### src/rtl/hazard_pkg.sv
// Shared constants for the hazard unit: forward-select encodings and default widths.
package hazard_pkg;

    localparam int REG_W_DEFAULT = 5;

    localparam logic [1:0] FWD_RF  = 2'b00;
    localparam logic [1:0] FWD_WB  = 2'b01;
    localparam logic [1:0] FWD_MEM = 2'b10;

endpackage

### src/rtl/hazard_mc_if.sv
// Datapath <-> hazard unit signal bundle; master is the pipeline side, slave the hazard unit.
interface hazard_mc_if import hazard_pkg::*; #(
    parameter int REG_W = REG_W_DEFAULT,
    parameter int CNT_W = 16
) ();

    logic             BranchD, JrD;
    logic [REG_W-1:0] RsD, RtD, RsE, RtE;
    logic [REG_W-1:0] WriteRegE, WriteRegM, WriteRegW;
    logic             MemtoRegE, RegWriteE, MemtoRegM, RegWriteM, RegWriteW;
    logic             MdStartE, MdDivE, MdUseD, ClrCount;
    logic             StallF, StallD, FlushE;
    logic             ForwardAD, ForwardBD;
    logic [1:0]       ForwardAE, ForwardBE;
    logic             MdBusy;
    logic [CNT_W-1:0] StallCount;

    modport master (
        output BranchD, JrD, RsD, RtD, RsE, RtE, WriteRegE, WriteRegM, WriteRegW,
               MemtoRegE, RegWriteE, MemtoRegM, RegWriteM, RegWriteW,
               MdStartE, MdDivE, MdUseD, ClrCount,
        input  StallF, StallD, FlushE, ForwardAD, ForwardBD, ForwardAE, ForwardBE,
               MdBusy, StallCount
    );

    modport slave (
        input  BranchD, JrD, RsD, RtD, RsE, RtE, WriteRegE, WriteRegM, WriteRegW,
               MemtoRegE, RegWriteE, MemtoRegM, RegWriteM, RegWriteW,
               MdStartE, MdDivE, MdUseD, ClrCount,
        output StallF, StallD, FlushE, ForwardAD, ForwardBD, ForwardAE, ForwardBE,
               MdBusy, StallCount
    );

endinterface

### src/rtl/hazard_mc_md_busy_counter.sv
// Tracks how many cycles remain until HI/LO is valid after a mult/div issues from E.
module md_busy_counter import hazard_pkg::*; #(
    parameter int MULT_LAT = 4,
    parameter int DIV_LAT  = 32
) (
    input  logic clk,
    input  logic reset,
    input  logic start,
    input  logic div,
    output logic busy
);

    localparam int MAX_LAT = (MULT_LAT > DIV_LAT) ? MULT_LAT : DIV_LAT;
    localparam int CW      = $clog2(MAX_LAT) + 1;

    localparam logic [CW-1:0] MULT_LD = CW'(MULT_LAT);
    localparam logic [CW-1:0] DIV_LD  = CW'(DIV_LAT);

    logic [CW-1:0] r_mdcnt;

    // A new start restarts the count even if a previous op is still in flight
    always_ff @(posedge clk) begin
        if (reset) begin
            r_mdcnt <= '0;
        end else if (start) begin
            r_mdcnt <= div ? DIV_LD : MULT_LD;
        end else if (r_mdcnt != '0) begin
            r_mdcnt <= r_mdcnt - CW'(1);
        end
    end

    assign busy = !reset && (start || (r_mdcnt != '0));

endmodule

### src/rtl/hazard_mc.sv
// Hazard unit for the 5-stage pipeline: forwarding selects, stall/flush generation,
// HI/LO busy tracking and a saturating stall-cycle counter.
module hazard_mc import hazard_pkg::*; #(
    parameter int REG_W    = REG_W_DEFAULT,
    parameter int MULT_LAT = 4,
    parameter int DIV_LAT  = 32,
    parameter int CNT_W    = 16
) (
    input  logic       clk,
    input  logic       reset,
    hazard_mc_if.slave hz
);

    localparam logic [CNT_W-1:0] CNT_MAX = '1;

    // Register 0 is hardwired, so it never produces a hazard or forward
    function automatic logic hit(input logic [REG_W-1:0] dst, input logic [REG_W-1:0] src);
        return (dst != '0) && (dst == src);
    endfunction

    logic             w_busy;
    logic             w_lwstall, w_brstall, w_jrstall, w_mdstall, w_stall;
    logic [1:0]       w_fwd_ae, w_fwd_be;
    logic [CNT_W-1:0] r_stall_cnt;

    md_busy_counter #(
        .MULT_LAT (MULT_LAT),
        .DIV_LAT  (DIV_LAT)
    ) u_md_busy (
        .clk   (clk),
        .reset (reset),
        .start (hz.MdStartE),
        .div   (hz.MdDivE),
        .busy  (w_busy)
    );

    assign w_lwstall = hz.MemtoRegE &&
                       (hit(hz.WriteRegE, hz.RsD) || hit(hz.WriteRegE, hz.RtD));
    assign w_brstall = hz.BranchD &&
                       ((hz.RegWriteE && (hit(hz.WriteRegE, hz.RsD) || hit(hz.WriteRegE, hz.RtD))) ||
                        (hz.MemtoRegM && (hit(hz.WriteRegM, hz.RsD) || hit(hz.WriteRegM, hz.RtD))));
    assign w_jrstall = hz.JrD &&
                       ((hz.RegWriteE && hit(hz.WriteRegE, hz.RsD)) ||
                        (hz.MemtoRegM && hit(hz.WriteRegM, hz.RsD)));
    assign w_mdstall = hz.MdUseD && w_busy;
    assign w_stall   = !reset && (w_lwstall || w_brstall || w_jrstall || w_mdstall);

    always_comb begin
        w_fwd_ae = FWD_RF;
        w_fwd_be = FWD_RF;
        if (!reset) begin
            if (hz.RegWriteM && hit(hz.WriteRegM, hz.RsE))      w_fwd_ae = FWD_MEM;
            else if (hz.RegWriteW && hit(hz.WriteRegW, hz.RsE)) w_fwd_ae = FWD_WB;
            if (hz.RegWriteM && hit(hz.WriteRegM, hz.RtE))      w_fwd_be = FWD_MEM;
            else if (hz.RegWriteW && hit(hz.WriteRegW, hz.RtE)) w_fwd_be = FWD_WB;
        end
    end

    // Clear wins over increment; the count sticks at all-ones
    always_ff @(posedge clk) begin
        if (reset || hz.ClrCount) begin
            r_stall_cnt <= '0;
        end else if (w_stall && (r_stall_cnt != CNT_MAX)) begin
            r_stall_cnt <= r_stall_cnt + CNT_W'(1);
        end
    end

    assign hz.StallF     = w_stall;
    assign hz.StallD     = w_stall;
    assign hz.FlushE     = w_stall;
    assign hz.ForwardAD  = !reset && hz.RegWriteM && hit(hz.WriteRegM, hz.RsD);
    assign hz.ForwardBD  = !reset && hz.RegWriteM && hit(hz.WriteRegM, hz.RtD);
    assign hz.ForwardAE  = w_fwd_ae;
    assign hz.ForwardBE  = w_fwd_be;
    assign hz.MdBusy     = w_busy;
    assign hz.StallCount = r_stall_cnt;

endmodule

### src/flat_wrapper.sv
// flat-port wrapper written by rule: the top's interface ports become plain ports
module hazard_mc_flat import hazard_pkg::*;
#(
    parameter int REG_W    = REG_W_DEFAULT,
    parameter int MULT_LAT = 4,
    parameter int DIV_LAT  = 32,
    parameter int CNT_W    = 16
)
  (clk, reset, hz_BranchD, hz_JrD, hz_RsD, hz_RtD, hz_RsE, hz_RtE, hz_WriteRegE, hz_WriteRegM, hz_WriteRegW, hz_MemtoRegE, hz_RegWriteE, hz_MemtoRegM, hz_RegWriteM, hz_RegWriteW, hz_MdStartE, hz_MdDivE, hz_MdUseD, hz_ClrCount, hz_StallF, hz_StallD, hz_FlushE, hz_ForwardAD, hz_ForwardBD, hz_ForwardAE, hz_ForwardBE, hz_MdBusy, hz_StallCount);
  hazard_mc_if #(.REG_W(REG_W), .CNT_W(CNT_W)) hz_i ();
  input  logic clk;
  input  logic reset;
  input wire logic [$bits(hz_i.BranchD)-1:0] hz_BranchD;
  input wire logic [$bits(hz_i.JrD)-1:0] hz_JrD;
  input wire logic [$bits(hz_i.RsD)-1:0] hz_RsD;
  input wire logic [$bits(hz_i.RtD)-1:0] hz_RtD;
  input wire logic [$bits(hz_i.RsE)-1:0] hz_RsE;
  input wire logic [$bits(hz_i.RtE)-1:0] hz_RtE;
  input wire logic [$bits(hz_i.WriteRegE)-1:0] hz_WriteRegE;
  input wire logic [$bits(hz_i.WriteRegM)-1:0] hz_WriteRegM;
  input wire logic [$bits(hz_i.WriteRegW)-1:0] hz_WriteRegW;
  input wire logic [$bits(hz_i.MemtoRegE)-1:0] hz_MemtoRegE;
  input wire logic [$bits(hz_i.RegWriteE)-1:0] hz_RegWriteE;
  input wire logic [$bits(hz_i.MemtoRegM)-1:0] hz_MemtoRegM;
  input wire logic [$bits(hz_i.RegWriteM)-1:0] hz_RegWriteM;
  input wire logic [$bits(hz_i.RegWriteW)-1:0] hz_RegWriteW;
  input wire logic [$bits(hz_i.MdStartE)-1:0] hz_MdStartE;
  input wire logic [$bits(hz_i.MdDivE)-1:0] hz_MdDivE;
  input wire logic [$bits(hz_i.MdUseD)-1:0] hz_MdUseD;
  input wire logic [$bits(hz_i.ClrCount)-1:0] hz_ClrCount;
  output wire logic [$bits(hz_i.StallF)-1:0] hz_StallF;
  output wire logic [$bits(hz_i.StallD)-1:0] hz_StallD;
  output wire logic [$bits(hz_i.FlushE)-1:0] hz_FlushE;
  output wire logic [$bits(hz_i.ForwardAD)-1:0] hz_ForwardAD;
  output wire logic [$bits(hz_i.ForwardBD)-1:0] hz_ForwardBD;
  output wire logic [$bits(hz_i.ForwardAE)-1:0] hz_ForwardAE;
  output wire logic [$bits(hz_i.ForwardBE)-1:0] hz_ForwardBE;
  output wire logic [$bits(hz_i.MdBusy)-1:0] hz_MdBusy;
  output wire logic [$bits(hz_i.StallCount)-1:0] hz_StallCount;
  assign hz_i.BranchD = hz_BranchD;
  assign hz_i.JrD = hz_JrD;
  assign hz_i.RsD = hz_RsD;
  assign hz_i.RtD = hz_RtD;
  assign hz_i.RsE = hz_RsE;
  assign hz_i.RtE = hz_RtE;
  assign hz_i.WriteRegE = hz_WriteRegE;
  assign hz_i.WriteRegM = hz_WriteRegM;
  assign hz_i.WriteRegW = hz_WriteRegW;
  assign hz_i.MemtoRegE = hz_MemtoRegE;
  assign hz_i.RegWriteE = hz_RegWriteE;
  assign hz_i.MemtoRegM = hz_MemtoRegM;
  assign hz_i.RegWriteM = hz_RegWriteM;
  assign hz_i.RegWriteW = hz_RegWriteW;
  assign hz_i.MdStartE = hz_MdStartE;
  assign hz_i.MdDivE = hz_MdDivE;
  assign hz_i.MdUseD = hz_MdUseD;
  assign hz_i.ClrCount = hz_ClrCount;
  assign hz_StallF = hz_i.StallF;
  assign hz_StallD = hz_i.StallD;
  assign hz_FlushE = hz_i.FlushE;
  assign hz_ForwardAD = hz_i.ForwardAD;
  assign hz_ForwardBD = hz_i.ForwardBD;
  assign hz_ForwardAE = hz_i.ForwardAE;
  assign hz_ForwardBE = hz_i.ForwardBE;
  assign hz_MdBusy = hz_i.MdBusy;
  assign hz_StallCount = hz_i.StallCount;
  hazard_mc #(.REG_W(REG_W), .MULT_LAT(MULT_LAT), .DIV_LAT(DIV_LAT), .CNT_W(CNT_W)) u_core (.clk(clk), .reset(reset), .hz(hz_i));
endmodule
### config.mk
export PLATFORM = sky130hd
export DESIGN_NAME = hazard_mc_flat
export DESIGN_NICKNAME = d
export VERILOG_FILES = /design/src/rtl/hazard_pkg.sv /design/src/rtl/hazard_mc_if.sv /design/src/rtl/hazard_mc_md_busy_counter.sv /design/src/rtl/hazard_mc.sv /design/src/flat_wrapper.sv
export SDC_FILE = /design/constraint.sdc
export NUM_CORES = 1
export LEC_CHECK = 0
export BUFFER_PORTS_ARGS = -buffer_cell sky130_fd_sc_hd__buf_2
export CORE_MARGIN = 2
export CORE_UTILIZATION = 48
export DETAILED_ROUTE_END_ITERATION = 12
export HOLD_SLACK_MARGIN = 0.15
export PLACE_DENSITY = 0.8
export SYNTH_ARGS = -nofsm -noshare
export SYNTH_HDL_FRONTEND = slang
export SYNTH_SLANG_ARGS = --single-unit
export TNS_END_PERCENT = 10
### constraint.sdc
create_clock -name clk -period 3.31 [get_ports clk]
set_clock_uncertainty 0.1 [all_clocks]
set_input_delay 0.1655 -clock clk [delete_from_list [all_inputs] [get_ports clk]]
set_output_delay 0.1655 -clock clk [all_outputs]
set_load 0.01 [all_outputs]
-- Yosys cells after proc, flatten, opt, wreduce, memory -nomap -nowiden
Index checks and enable logic that the tools add are counted.
- memories kept: 0
- output and inout port bits: 26
- bits in latches: 0
- register bits after elaboration: 22
- bits in writable memories: 0
- input port bits: 48
- logic and storage cells: 63
- ROM bits: 0
- multiply operators: 0
- order comparisons: 0
- muxes and demuxes: 9
- shift-type cells: 0
- bitwise logic cells: 0
- add/subtract/negate cells: 2
- div/mod/pow operators: 0
- reductions and logical operators: 41
- eq/ne operators: 9
- operators with widths (cell ; number):
    $eq 5x5->1 ; 8
    $logic_and 1x1->1 ; 26
    $mux 6 ; 3
    $add 16x1->16 const B ; 1
    $ne 16x16->1 const B ; 1
    $reduce_bool 5->1 ; 3
    $logic_or 1x1->1 ; 9
    $mux 2 ; 4
    $reduce_bool 6->1 ; 1
    $sub 6x1->6 const B ; 1
    $mux 1 ; 2
    $reduce_bool 2->1 ; 1
    $logic_not 1->1 ; 1

-- Logic depth before layout (Yosys ltp)
Gate-level depths: netlist (run 1).
- word-level depth: 11
- depth in mapped cells: 10
- gate-level depth less buffers: 9

-- Cells and area by module
Synthesis (run 1) repeated with hierarchy kept, for this count alone.
- cell total of the unflattened synthesis: 224
- area total of the unflattened synthesis: 1791.7 um^2
- modules (own cells, without submodules) (module ; sequential area each (um^2) ; instances ; area each (um^2) ; cells an instance):
    hazard_mc ; 320.3 ; 1 ; 1457.6 ; 186
    md_busy_counter ; 120.1 ; 1 ; 334.1 ; 38

-- Worst setup path before layout (run 1)
No wires, ideal clock.
- kind: reg-to-output
- start: register u_core.u_md_busy.r_mdcnt[0]
- end: output port hz_StallD
- data arrival time: 2136 ps
- path slack: 909 ps
- stages on the path, launching flop included: 10
- path buffers: 2
- required time: 3044 ps
- cells stage by stage: dfxtp_1 > inv_1 > ha_1 > or3b_2 > or3_1 > o21ai_0 > o211a_1 > buf_4 > a21oi_1 > buf_4
- cells in the longest elaborated chain, start to end: 6
- ends and longest elaborated chain (element ; line ; text):
    start, declared ; hazard_mc_md_busy_counter.sv:19 ; logic [CW-1:0] r_mdcnt;
    start signal, assigned ; hazard_mc_md_busy_counter.sv:26 ; r_mdcnt <= div ? DIV_LD : MULT_LD;
    start signal, assigned ; hazard_mc_md_busy_counter.sv:28 ; r_mdcnt <= r_mdcnt - CW'(1);
    $reduce_bool 6->1 ; hazard_mc_md_busy_counter.sv:32 ; assign busy = !reset && (start || (r_mdcnt != '0));
    $logic_or 1x1->1 ; hazard_mc_md_busy_counter.sv:32 ;
    $logic_and 1x1->1 ; hazard_mc_md_busy_counter.sv:32 ;
    $logic_and 1x1->1 ; hazard_mc.sv:45 ; assign w_mdstall = hz.MdUseD && w_busy;
    $logic_or 1x1->1 ; hazard_mc.sv:46 ; assign w_stall = !reset && (w_lwstall || w_brstall || w_jrstall || w_mdstall);
    $logic_and 1x1->1 ; hazard_mc.sv:46 ;
    end, declared ; flat_wrapper.sv:32 ; output wire logic [$bits(hz_i.StallD)-1:0] hz_StallD;
No other way between the ends.

-- Worst setup path after layout (run 1)
- start: register u_core.u_md_busy.r_mdcnt[0]
- end: output port hz_StallF
- cells in the longest elaborated chain, start to end: 6
- ends and longest elaborated chain (element ; line ; text):
    $reduce_bool 6->1 ; hazard_mc_md_busy_counter.sv:32 ;
    $logic_or 1x1->1 ; hazard_mc_md_busy_counter.sv:32 ;
    $logic_and 1x1->1 ; hazard_mc_md_busy_counter.sv:32 ;
    $logic_and 1x1->1 ; hazard_mc.sv:45 ;
    $logic_or 1x1->1 ; hazard_mc.sv:46 ;
    $logic_and 1x1->1 ; hazard_mc.sv:46 ;
    end, declared ; flat_wrapper.sv:31 ; output wire logic [$bits(hz_i.StallF)-1:0] hz_StallF;
No other way between the ends.

==> results of run 1 <==
## registers in the layout, summed over array words and instances (netlist names)
register	flops
u_core.hz.StallCount	16
u_core.u_md_busy.r_mdcnt	6
## critical path: stages, from the launching register on
cell	delay (ps)
dfxtp_1	320
inv_1	90
ha_1	180
or3b_2	490
or3_1	390
o21ai_0	170
o211a_1	370
a21oi_1	160
buf_2	170
## kinds of logic after synthesis
| family | Yosys count | synth area share |
|---|---|---|
| adder cells (fa/ha/maj) | 2 | 0.0141 |
| AND/OR/NAND/NOR | 94 | 0.279 |
| XOR/XNOR | 50 | 0.247 |
| buffers and inverters | 15 | 0.0438 |
| multiplexers | 3 | 0.0169 |
| AO/OA/AOI/OAI | 36 | 0.150 |
| flip-flops | 22 | 0.249 |
## per-stage QoR
stage / instance area (um^2) / power [uW] / utilization
floorplan: 1770 / 511 / -
global placement: 2130 / 578 / 0.590
detailed placement: 2130 / 585 / 0.590
CTS: 2230 / 844 / 0.618
global route: 2230 / 896 / 0.618
finish: 2230 / 837 / 0.618
## synth_stat cells, drive strengths merged, types with 2 or more instances
cell type / instances / area, um^2
and3: 3 / 18.8
o21ai: 7 / 35.0
inv: 2 / 7.51
nand2: 17 / 63.8
or3: 7 / 43.8
nor2b: 2 / 12.5
nor4: 8 / 56.3
nand3: 7 / 35.0
dfxtp: 22 / 440
clkbuf: 6 / 22.5
a21oi: 10 / 50.1
nor3: 7 / 35.0
ha: 2 / 25.0
mux2i: 3 / 30.0
xor2: 31 / 272
or4: 4 / 30.0
buf: 7 / 47.5
nor2: 25 / 93.8
xnor2: 19 / 166
nand4: 4 / 25.0
or2: 2 / 12.5
a2111oi: 3 / 38.8
a211oi: 3 / 22.5
and4: 4 / 35.0
## layer usage
metal | GRT usage | wire length (um) | vias up
met4 | 0.0745 | 47 | 0
met2 | 0.388 | 2180 | 53
met5 | 0 | 0 | -
met3 | 0.0295 | 210 | 4
li1 | - | - | 923
met1 | 0.272 | 1900 | 863
## path summary, 6_finish.rpt
path	start	end	slack, ps	cells past startpoint
hold reg to reg	u_core.hz.StallCount[4]$_SDFFE_PP0P_	u_core.hz.StallCount[4]$_SDFFE_PP0P_	400	2
setup / recovery	u_core.u_md_busy.r_mdcnt[0]$_SDFFE_PP0N_	hz_StallF	440	8
hold / removal	reset	u_core.u_md_busy.r_mdcnt[2]$_SDFFE_PP0N_	210	2
setup reg to reg	u_core.u_md_busy.r_mdcnt[0]$_SDFFE_PP0N_	u_core.hz.StallCount[5]$_SDFFE_PP0P_	640	9
## repair_timing
action                    4_1_cts  5_1_grt
gates resized for setup         0        0
hold endpoints to repair        9        0
hold buffers                    3        0
## power by group through the flow
stage	sequential [uW]	combinational, uW	clock (uW)
after detailed placement	307	278	0
after global placement	307	271	0
final	302	282	254
after global routing	305	315	276
after floorplan	303	207	0
after CTS	301	282	261
## layout make-up
cell class | instances | share of cell area
Inverter | 2 | 0.00337
Clock buffer | 3 | 0.0185
Clock inverter | 1 | 0.0135
Timing Repair Buffer | 76 | 0.177
Multi-Input combinational cell | 185 | 0.563
Tap cell | 48 | 0.0270
Sequential cell | 22 | 0.198
==> results.ini, run 1 <==
[outcome]
status = finished clean

[power]
power_frac_seq = 0.360
switchingPower_uw = 262
p_comb_frac = 0.336
internal_power_uw = 575
power.share.clock = 0.304
p_leak_uw = 0.000975
ir_worst_vdd_uv = 184
powerDensity_nw_per_um2 = 376
p_sw_frac = 0.313

[timing]
worst_pin_slew_ps = 430
whs_ps = 208
slew_viol_final = 0
final-hold-violation-count = 0
period_needed_ps = 2870
setup_tns_ps = 0
setup_viol = 0
grt_setup_unrepaired = no
fin_crit_sh = 0.869
max_freq_mhz = 348
fin_ws_ps = 435
max_slew_margin = 0.711

[routing]
drc = 0
vias = 1843
ant_nets = 0
postRouteWirelength_mm = 4.34
wl_per_cell_um = 12.9
dr.pass1.iters = 4
viasPerCell = 5.47
drtIter0Drc = 114

[layout]
multi_input_area_um2 = 1250
nNetsFinal = 340
area_delta_synth_final_pct = 25.8
regArea_um2 = 440
layout_commonest_cell = buf_2
final_cell_mix = buf_2 (73), xor2_1 (31), nor2_1 (25), dfxtp_1 (22), xnor2_1 (19)
layout.cells.non_filler = 337
drive_gt1_frac = 0.298
n_antenna_cell = 0
nFillCells = 344

[synth]
synth_edf_count = 0
ys_types = 46
async_flop_share = 0
syn_area_um2 = 1770
synth_top_flop_cell = dfxtp_1
syn_inst = 222
mappedNetlistNets = 272
yosysWarnings = 0
syn_avg_cell_area_um2 = 7.98
ys_seq_elements = 22
ys_seq_area_frac = 0.249

[setup_path]
cp-start-kind = flop
cp.arrival_ps = 2610
worstSetupPathType = flop to output port
crit_fanout = 8
cp-end-kind = output port
crit_required_ps = 3040

[grt]
antenna_found_initial = 0
track_usage = 0.220
grt_pass1_vias = 1704
grt_max_degree = 22
grt_pass1_wl_mm = 7.39
grt_overflow_total = 0

[die]
io_pins = 74
start_util = 0.491
die_area_um2 = 4190
die_w_um = 64.8
die_h_um = 64.8
coreArea_um2 = 3610
std_cell_rows = 22

[clocking]
clockBufferDepth = 2
cts_max_level = 1
clk_latency_ps = 270
cts.sinks = 22
cts-buffers-inserted = 3
cts_tree = built
clk_pin_slew_worst_paths_ps = 80
postCtsSetupBuffers = 0
cts_root_buf = clkbuf_8

[min_path]
hold_class = primary input to flop

[placed_design]
dp.cells = 330
dp_slack_ps = 668
gp_congestion = 0.916
post-dp-hpwl_mm = 3.53
port_buffers = 73

[job]
maxCapViolCount = 0

Note: power is estimated with default switching activity, not from simulation.
==> inputs of run 2 (changes only) <==
==> constraint.sdc (replaced) <==
create_clock -name clk -period 3.31 [get_ports clk]
set_clock_uncertainty 0.1 [all_clocks]
set_input_delay 0.662 -clock clk [delete_from_list [all_inputs] [get_ports clk]]
set_output_delay 0.662 -clock clk [all_outputs]
set_load 0.01 [all_outputs]
==> run 2 against run 1 <==
Against the previous run:
- core utilization down 0.87 points
- worst setup slack worse by 260 ps
- register-to-register slack better by 30 ps
- sequential power about the same
- wire length down 3.5%
- highest routed layer unchanged
- combinational power about the same
==> results.ini, run 2 (synthesis results as in run 1) <==
[outcome]
status = finished clean  ; unchanged

[grt]
track_usage = 0.212  ; was 0.220
grt_overflow_total = 0  ; unchanged
grt_max_degree = 22  ; unchanged
use_met2 = 0.384  ; was 0.388
top_usage_layer = met2  ; unchanged
met3_usage = 0.0434  ; was 0.0295
grt_pass1_vias = 1690  ; was 1,704
use_met1 = 0.257  ; was 0.272
grt_pass1_wl_mm = 7.24  ; was 7.39 mm
antenna_found_initial = 0  ; unchanged

[clocking]
clockBufferDepth = 2  ; unchanged
cts-buffers-inserted = 3  ; unchanged
postCtsSetupBuffers = 0  ; unchanged
clk_pin_slew_worst_paths_ps = 80  ; about the same
cts.sinks = 22  ; unchanged
holdBufCountCts = 0  ; was 3
cts_resized = 0  ; unchanged
cts_max_level = 1  ; unchanged
cts_root_buf = clkbuf_8  ; unchanged
cts_tree = built  ; unchanged
clk_latency_ps = 260  ; was 270 ps

[setup_path]
ff2ff_path_depth = 10  ; was 9
cp.arrival_ps = 2370  ; was 2610 ps
cp-start-kind = flop  ; unchanged
crit_fanout = 5  ; was 8
timing.reg2reg.setup_slack_ps = 670  ; was 640 ps
cp_cell_sequence = inv_1, ha_1, or3b_2, or3_1, o21ai_0, o211a_1, a21oi_1, buf_2  ; unchanged
crit_required_ps = 2550  ; was 3040 ps
r2r_start = u_core.u_md_busy.r_mdcnt[0]$_SDFFE_PP0N_  ; unchanged
timing.rr.end = u_core.hz.StallCount[14]$_SDFFE_PP0P_  ; was u_core.hz.StallCount[5]$_SDFFE_PP0P_
critical-path-max-stage-delay_ps = 490  ; about the same
worstSetupPathType = flop to output port  ; unchanged
cp-end-kind = output port  ; unchanged
critPathSlowestCell = or3b_2  ; unchanged

[power]
p_sw_frac = 0.324  ; was 0.313
powerDensity_nw_per_um2 = 351  ; was 376 nW/um^2
power.share.clock = 0.247  ; was 0.304
internal_power_uw = 520  ; was 575 uW
p_leak_uw = 0.000965  ; was 0.000975 uW
power_frac_seq = 0.390  ; was 0.360
ir_worst_vdd_uv = 193  ; was 184 uV
switchingPower_uw = 250  ; was 262 uW
p_comb_frac = 0.363  ; was 0.336

[min_path]
hold_class = flop to flop  ; was primary input to flop
hp-start = u_core.hz.StallCount[8]$_SDFFE_PP0P_  ; was reset
hold_path_end = u_core.hz.StallCount[8]$_SDFFE_PP0P_  ; was u_core.u_md_busy.r_mdcnt[2]$_SDFFE_PP0N_
hold_path_depth = 2  ; unchanged

[layout]
largest_reg_flops = 16  ; unchanged
design_area_um2 = 2200  ; was 2230 um^2
final_cell_mix = buf_2 (73), xor2_1 (31), nor2_1 (25), dfxtp_1 (22), xnor2_1 (19)  ; unchanged
area_delta_synth_final_pct = 24.0  ; was 25.8%
nNetsFinal = 339  ; was 340
layout_commonest_cell = buf_2  ; unchanged
n_antenna_cell = 0  ; unchanged
drive_gt1_frac = 0.306  ; was 0.298

[placed_design]
post-dp-hpwl_mm = 3.49  ; was 3.53 mm
gp_congestion = 0.900  ; was 0.916
port_buffers = 73  ; unchanged
dpl_cell_area_um2 = 2140  ; was 2130 um^2

[die]
io_pins = 74  ; unchanged
std_cell_rows = 22  ; unchanged
start_util = 0.491  ; unchanged
coreArea_um2 = 3610  ; unchanged
die_w_um = 64.8  ; unchanged
die_area_um2 = 4190  ; unchanged
die_h_um = 64.8  ; unchanged

[routing]
viasPerCell = 5.28  ; was 5.47
wl_per_cell_um = 12.5  ; was 12.9 um
ant_nets = 0  ; unchanged
vias = 1775  ; was 1,843
dr.pass1.iters = 5  ; was 4
postRouteWirelength_mm = 4.19  ; was 4.34 mm
drtIter0Drc = 110  ; was 114
drc = 0  ; unchanged

[timing]
grt_setup_unrepaired = no  ; unchanged
slew_viol_final = 0  ; unchanged
setup_viol = 0  ; unchanged
period_needed_ps = 3130  ; was 2870 ps
setup_tns_ps = 0  ; unchanged
max_slew_margin = 0.711  ; about the same
fin_crit_sh = 0.946  ; was 0.869
final-hold-violation-count = 0  ; unchanged
max_freq_mhz = 320  ; was 348 MHz
worst_pin_slew_ps = 430  ; about the same

[job]
maxCapViolCount = 0  ; unchanged

run 2: stage by stage:
stage               total power, uW  cells  worst slack, ps  hold WS [ps]  utilization
finish                          770    336              180           398        0.609
floorplan                       511    222              379           401            -
detailed placement              587    332              413           381        0.594
CTS                             774    336              162           393        0.609
global route                    826    336             63.3           452        0.609
global placement                580    332              450           373        0.594
run 2: power by group through the flow:
stage / Combinational (uW) / Sequential, uW / Clock [uW]
final: 280 / 300 / 190
after global routing: 316 / 302 / 208
after CTS: 282 / 300 / 192
after detailed placement: 281 / 306 / 0
after global placement: 274 / 306 / 0
after floorplan: 207 / 303 / 0
run 2: critical path: cells and delay by family, from the launching register on:
family,cells,cell delay [ps]
adder cells (fa/ha/maj),1,180
AO/OA/AOI/OAI,3,470
buffers and inverters,2,250
flip-flops,1,320
AND/OR/NAND/NOR,2,890
run 2: worst max-delay path by stage:
stage	start	endpoint	slack, ps	depth (start not counted)
after global routing	u_core.u_md_busy.r_mdcnt[0]$_SDFFE_PP0N_	hz_FlushE	60	8
after detailed placement	hz_WriteRegE[0]	hz_StallF	410	7
after CTS	u_core.u_md_busy.r_mdcnt[0]$_SDFFE_PP0N_	hz_StallF	160	8
after floorplan	hz_WriteRegM[4]	hz_StallD	380	8
final	u_core.u_md_busy.r_mdcnt[0]$_SDFFE_PP0N_	hz_FlushE	180	8
after global placement	hz_WriteRegE[0]	hz_StallD	450	7
run 2: final cells by class:
| cell class | count | area, um^2 |
|---|---|---|
| fill | 332 | 1410 |
| tap | 48 | 60.1 |
| multi-input combinational | 185 | 1250 |
| clock buffer | 4 | 55.1 |
| sequential | 22 | 440 |
| timing repair buffer | 75 | 380 |
| inverter | 2 | 7.51 |
run 2: layer usage:
layer,vias up,wire [um]
li1,924,-
met1,802,1850
met5,-,0
met4,0,24
met3,2,225
met2,47,2080
